--- src/rtl/wish_unpack_var.sv ---
// Wishbone wide-beat to word-stream unpacker with a two-slot ping-pong buffer and per-beat word count.
// Optional WISH_UNPACK_VAR_ERR_EN: out-of-range counts are dropped and flagged on a sticky err_o.
module wish_unpack_var #(
    parameter int DATA_WIDTH    = 8,
    parameter int NUM_PACK      = 4,
    parameter int LITTLE_ENDIAN = 1,
    localparam int CNT_W        = $clog2(NUM_PACK + 1)
) (
    input  logic                           clk_i,
    input  logic                           rst_n_i,
`ifdef WISH_UNPACK_VAR_ERR_EN
    output logic                           err_o,
`endif
    input  logic                           s_stb_i,
    input  logic                           s_cyc_i,
    output logic                           s_ack_o,
    output logic                           s_stall_o,
    input  logic [DATA_WIDTH*NUM_PACK-1:0] s_dat_i,
    input  logic [CNT_W-1:0]               s_cnt_i,
    input  logic [1:0]                     s_tgc_i,
    output logic                           d_stb_o,
    output logic                           d_cyc_o,
    input  logic                           d_ack_i,
    output logic [DATA_WIDTH-1:0]          d_dat_o,
    output logic [1:0]                     d_tgc_o
);

    typedef struct packed {
        logic [DATA_WIDTH*NUM_PACK-1:0] dat;
        logic [CNT_W-1:0]               len;
        logic [1:0]                     tgc;
    } slot_t;

    slot_t                                slot_q [2];
    slot_t                                rd_slot;
    logic                                 wr_ptr_q, rd_ptr_q;
    logic [1:0]                           occ_q;
    logic [CNT_W-1:0]                     idx_q;
    logic                                 cnt_ok, push, pop, last;
    logic [CNT_W-1:0]                     len_in;
    logic [NUM_PACK-1:0][DATA_WIDTH-1:0] words;
    logic [DATA_WIDTH-1:0]                cur;

    assign cnt_ok  = (s_cnt_i != '0) && (s_cnt_i <= CNT_W'(NUM_PACK));
    assign s_ack_o = rst_n_i & s_stb_i & s_cyc_i & (occ_q != 2'd2);
    assign s_stall_o = (occ_q == 2'd2);

`ifdef WISH_UNPACK_VAR_ERR_EN
    // Bad beats are still acked so the source never deadlocks, but nothing is stored.
    assign push   = s_ack_o & cnt_ok;
    assign len_in = s_cnt_i;

    always_ff @(posedge clk_i or negedge rst_n_i) begin
        if (!rst_n_i) err_o <= 1'b0;
        else if (s_ack_o && !cnt_ok) err_o <= 1'b1;
    end
`else
    assign push   = s_ack_o;
    assign len_in = cnt_ok ? s_cnt_i : CNT_W'(NUM_PACK);
`endif

    assign rd_slot = slot_q[rd_ptr_q];
    assign d_stb_o = (occ_q != 2'd0);
    assign d_cyc_o = d_stb_o;
    assign last    = (idx_q == rd_slot.len - CNT_W'(1));
    assign pop     = d_stb_o & d_ack_i & last;

    for (genvar g = 0; g < NUM_PACK; g++) begin : g_word
        if (LITTLE_ENDIAN != 0) begin : g_le
            assign words[g] = rd_slot.dat[g*DATA_WIDTH +: DATA_WIDTH];
        end else begin : g_be
            assign words[g] = rd_slot.dat[(NUM_PACK-1-g)*DATA_WIDTH +: DATA_WIDTH];
        end
    end

    always_comb begin
        cur = '0;
        for (int i = 0; i < NUM_PACK; i++)
            if (idx_q == CNT_W'(i)) cur = words[i];
    end

    assign d_dat_o    = d_stb_o ? cur : '0;
    assign d_tgc_o[0] = d_stb_o & rd_slot.tgc[0] & (idx_q == '0);
    assign d_tgc_o[1] = d_stb_o & rd_slot.tgc[1] & last;

    always_ff @(posedge clk_i or negedge rst_n_i) begin
        if (!rst_n_i) begin
            slot_q[0] <= '0;
            slot_q[1] <= '0;
            wr_ptr_q  <= 1'b0;
        end else if (push) begin
            slot_q[wr_ptr_q] <= '{dat: s_dat_i, len: len_in, tgc: s_tgc_i};
            wr_ptr_q         <= ~wr_ptr_q;
        end
    end

    always_ff @(posedge clk_i or negedge rst_n_i) begin
        if (!rst_n_i) begin
            rd_ptr_q <= 1'b0;
            idx_q    <= '0;
        end else if (d_stb_o && d_ack_i) begin
            if (last) begin
                idx_q    <= '0;
                rd_ptr_q <= ~rd_ptr_q;
            end else begin
                idx_q <= idx_q + CNT_W'(1);
            end
        end
    end

    // A simultaneous push and pop only happens at occupancy 1, so holding is correct.
    always_ff @(posedge clk_i or negedge rst_n_i) begin
        if (!rst_n_i) occ_q <= 2'd0;
        else begin
            case ({push, pop})
                2'b10:   occ_q <= occ_q + 2'd1;
                2'b01:   occ_q <= occ_q - 2'd1;
                default: occ_q <= occ_q;
            endcase
        end
    end

endmodule
--- config.mk ---
export PLATFORM = sky130hd
export DESIGN_NAME = wish_unpack_var
export DESIGN_NICKNAME = d
export VERILOG_FILES = /design/src/rtl/wish_unpack_var.sv
export SDC_FILE = /design/constraint.sdc
export NUM_CORES = 1
export LEC_CHECK = 0
export CAP_MARGIN = 10
export CORE_MARGIN = 5
export CORE_UTILIZATION = 55
export DETAILED_ROUTE_END_ITERATION = 7
export HOLD_SLACK_MARGIN = 0.08
export PLACE_DENSITY_LB_ADDON = 0.12
export SLEW_MARGIN = 40
export SYNTH_ARGS = -nofsm -noshare
export SYNTH_HDL_FRONTEND = slang
export SYNTH_SLANG_ARGS = --single-unit
--- constraint.sdc ---
create_clock -name clk_i -period 3.4 [get_ports clk_i]
set_input_delay 0.51 -clock clk_i [delete_from_list [all_inputs] [get_ports clk_i]]
set_output_delay 0.51 -clock clk_i [all_outputs]
set_load 0.05 [all_outputs]
==> reports/results.ini <==
[cts]
clock-sinks = 81
tritoncts = done
htreeDepth = 3
root_buffer = clkbuf_8
clkLatencyLatePin_ns = 0.35
clk_pin_slew_ns = 0.08
clockBufferDepth = 2
holdBufCountCts = 1
ctsResizeCount = 0
cts_buffers = 9
post-cts-setup-buffers = 0

[sta]
skew_ns = 0.00896
worst_pin_slew_ns = 0.712
setup_tns_ns = 0
period_share_pct = 88.6
period_needed_ns = 3.01
rsz0062_at_grt = no
max_freq_ghz = 0.332
setup_violations = 0
slew_viol_final = 0
max-slew-margin-rel_pct = 52.6
finalHoldViolCount = 0

[synth]
ys_ff_latch = 81
synth_cells = 301
synth-async-reset-ratio_pct = 100
synth_common_cells = 81 x dfrtp_1, 72 x mux2_2, 38 x mux2i_1, 11 x inv_1, 10 x nand2_1
yosysSeqAreaShare_pct = 50.6
syn_nets = 351
synth_area_mm2 = 0.00400
ys_top_cells_by_area = dfrtp_1 51%, mux2_2 20%, mux2i_1 9.5%
synth.distinct_cells = 40
syn_area_per_cell_um2 = 13.3
synth_top_area_cell = dfrtp_1
synth_most_common_cell = dfrtp_1
synthFlopType = dfrtp_1
yosys_warnings = 0
synth_top_area_share_pct = 50.6
synth_edf_count = 0

[detailed_routing]
drc = 0
drtPass1Iterations = 4
via_count = 2494
drt-initial-drc-count = 33
routed_via_density = 5.46
routedWlPerCell_um = 17.1
ant_nets = 0
wl_mm = 7.80

[power_and_ir_drop]
power.density_mw_per_mm2 = 1020
vdd_ir_drop_max_uv = 462
power.leakage_uw = 0.00211

[final_layout]
filler_cell_count = 559
antenna_cells = 0
drive_above_1_share_pct = 31.3
fin_nets = 403
fin_cells = 457
syn_to_final_growth_pct = 19.2

[grt]
grt_pass1_vias = 2610
grt_max_degree = 80
grt_pass1_wl_mm = 12.7
antenna_found_initial = 0
grt_overflow = 0
grt_use_total_pct = 18.6

[placed_design]
io_buffers = 55
post-dp-hpwl_mm = 5.31
gp_congestion = 0.720
placed_cells = 440

[run_status]
status = complete, no violations

[run]
drv_cap = 0

[critical_path]
cpPeakStageDelay_ns = 0.48
critPathCaptureType = output port
crit_path_top_delay_cell = or3b_1
start_kind = flop
critPathRequiredTime_ns = 2.89
crit_family = compound AO/OA/AOI/OAI gates
crit_arrival_ns = 2.50
cp_max_fo = 8
crit_type = flop to output port
critPathBufInv = 2
worstPathCellList = inv_1 > ha_1 > or3b_1 > o221ai_1 > a21oi_1 > a211oi_1 > buf_4

[floorplan]
rows = 31
design.die.area_mm2 = 0.00909
io_pins = 56
core_area_mm2 = 0.00718
start_util_pct = 55.8
die_h_um = 95.3
die_w_um = 95.3

[hold_path]
hp-class = input pin to async pin

## area by class of cell
cell class                      count  area, um^2  share of cell area, %
Clock buffer                       10         128                   2.67
Clock inverter                      6        67.6                   1.42
Inverter                           11        41.3                  0.865
Multi-Input combinational cell    189        1800                   37.7
Sequential cell                    81        2030                   42.5
Tap cell                           99         124                   2.60
Timing Repair Buffer               61         587                   12.3
## state kept, by name (all words and copies together) (netlist names)
signal	cells
slot_q	74
idx_q	3
occ_q	2
rd_ptr_q	1
wr_ptr_q	1
## worst reg2reg max path, delay by kind of cell (launching register included)
| family | cells | cell delay (ns) |
|---|---|---|
| xor+xnor | 3 | 0.56 |
| buf+inv | 1 | 0.09 |
| flops | 1 | 0.45 |
| simple gates | 2 | 0.33 |
| mux | 1 | 0.32 |
| fa+ha+maj | 2 | 0.46 |
## power breakdown
part           switching [uW]  internal (uW)
Clock                     355            342
Sequential                287           1440
Combinational            1360           1100
Total                    2000           2890
## worst paths after layout
path / start / end / slack (ns) / depth (start not counted)
min in group clk_i: slot_q[4] / slot_q[4] / 0.50 / 2
hold / removal: rst_n_i / slot_q[9] / 0.48 / 2
max in group asynchronous: rst_n_i / rd_ptr_q / 2.02 / 3
setup reg to reg: rd_ptr_q / occ_q[1] / 1.11 / 9
setup / recovery: idx_q[0] / d_dat_o[3] / 0.39 / 7
hold reg to reg: slot_q[4] / slot_q[4] / 0.50 / 2
## logic make-up after synthesis
| logic type | share of synthesized area, % |
|---|---|
| fa+ha+maj | 2.50 |
| flops | 50.6 |
| xor+xnor | 1.97 |
| mux | 29.7 |
| buf+inv | 4.59 |
| simple gates | 4.72 |
| compound gates | 5.84 |
## layout by cell type (no fill, tap or decap), types with 2 or more instances in the layout
master,instances
nand2b_1,2
a211oi_1,7
o221ai_1,7
inv_1,11
nor2b_1,2
dfrtp_1,80
ha_1,8
xnor2_1,8
clkdlybuf4s50_1,44
nor2_1,5
mux2_2,72
nand2_1,10
clkinvlp_4,2
buf_4,14
a21oi_1,8
clkbuf_8,9
mux2i_1,38
## per-stage QoR
step	cell area [um^2]	power, uW	utilization (%)	setup slack (ns)	hold slack (ns)
after CTS	4770	4930	66.5	0.335	0.466
after global routing	4770	5200	66.5	0.210	0.473
final	4770	4890	66.5	0.387	0.484
after detailed placement	4570	4220	63.7	0.747	0.312
after global placement	4560	4150	63.6	0.769	0.309
after floorplan	4010	3610	-	0.318	0.214
## layer usage
| layer | routed length (um) | GRT usage [%] | vias up |
|---|---|---|---|
| met5 | 0 | 0 | - |
| met4 | 160 | 7.81 | 0 |
| met3 | 274 | 3.79 | 14 |
| met2 | 3790 | 30.3 | 39 |
| met1 | 3570 | 24.1 | 1259 |
| li1 | - | - | 1182 |
(Power assumes the default switching activity.)
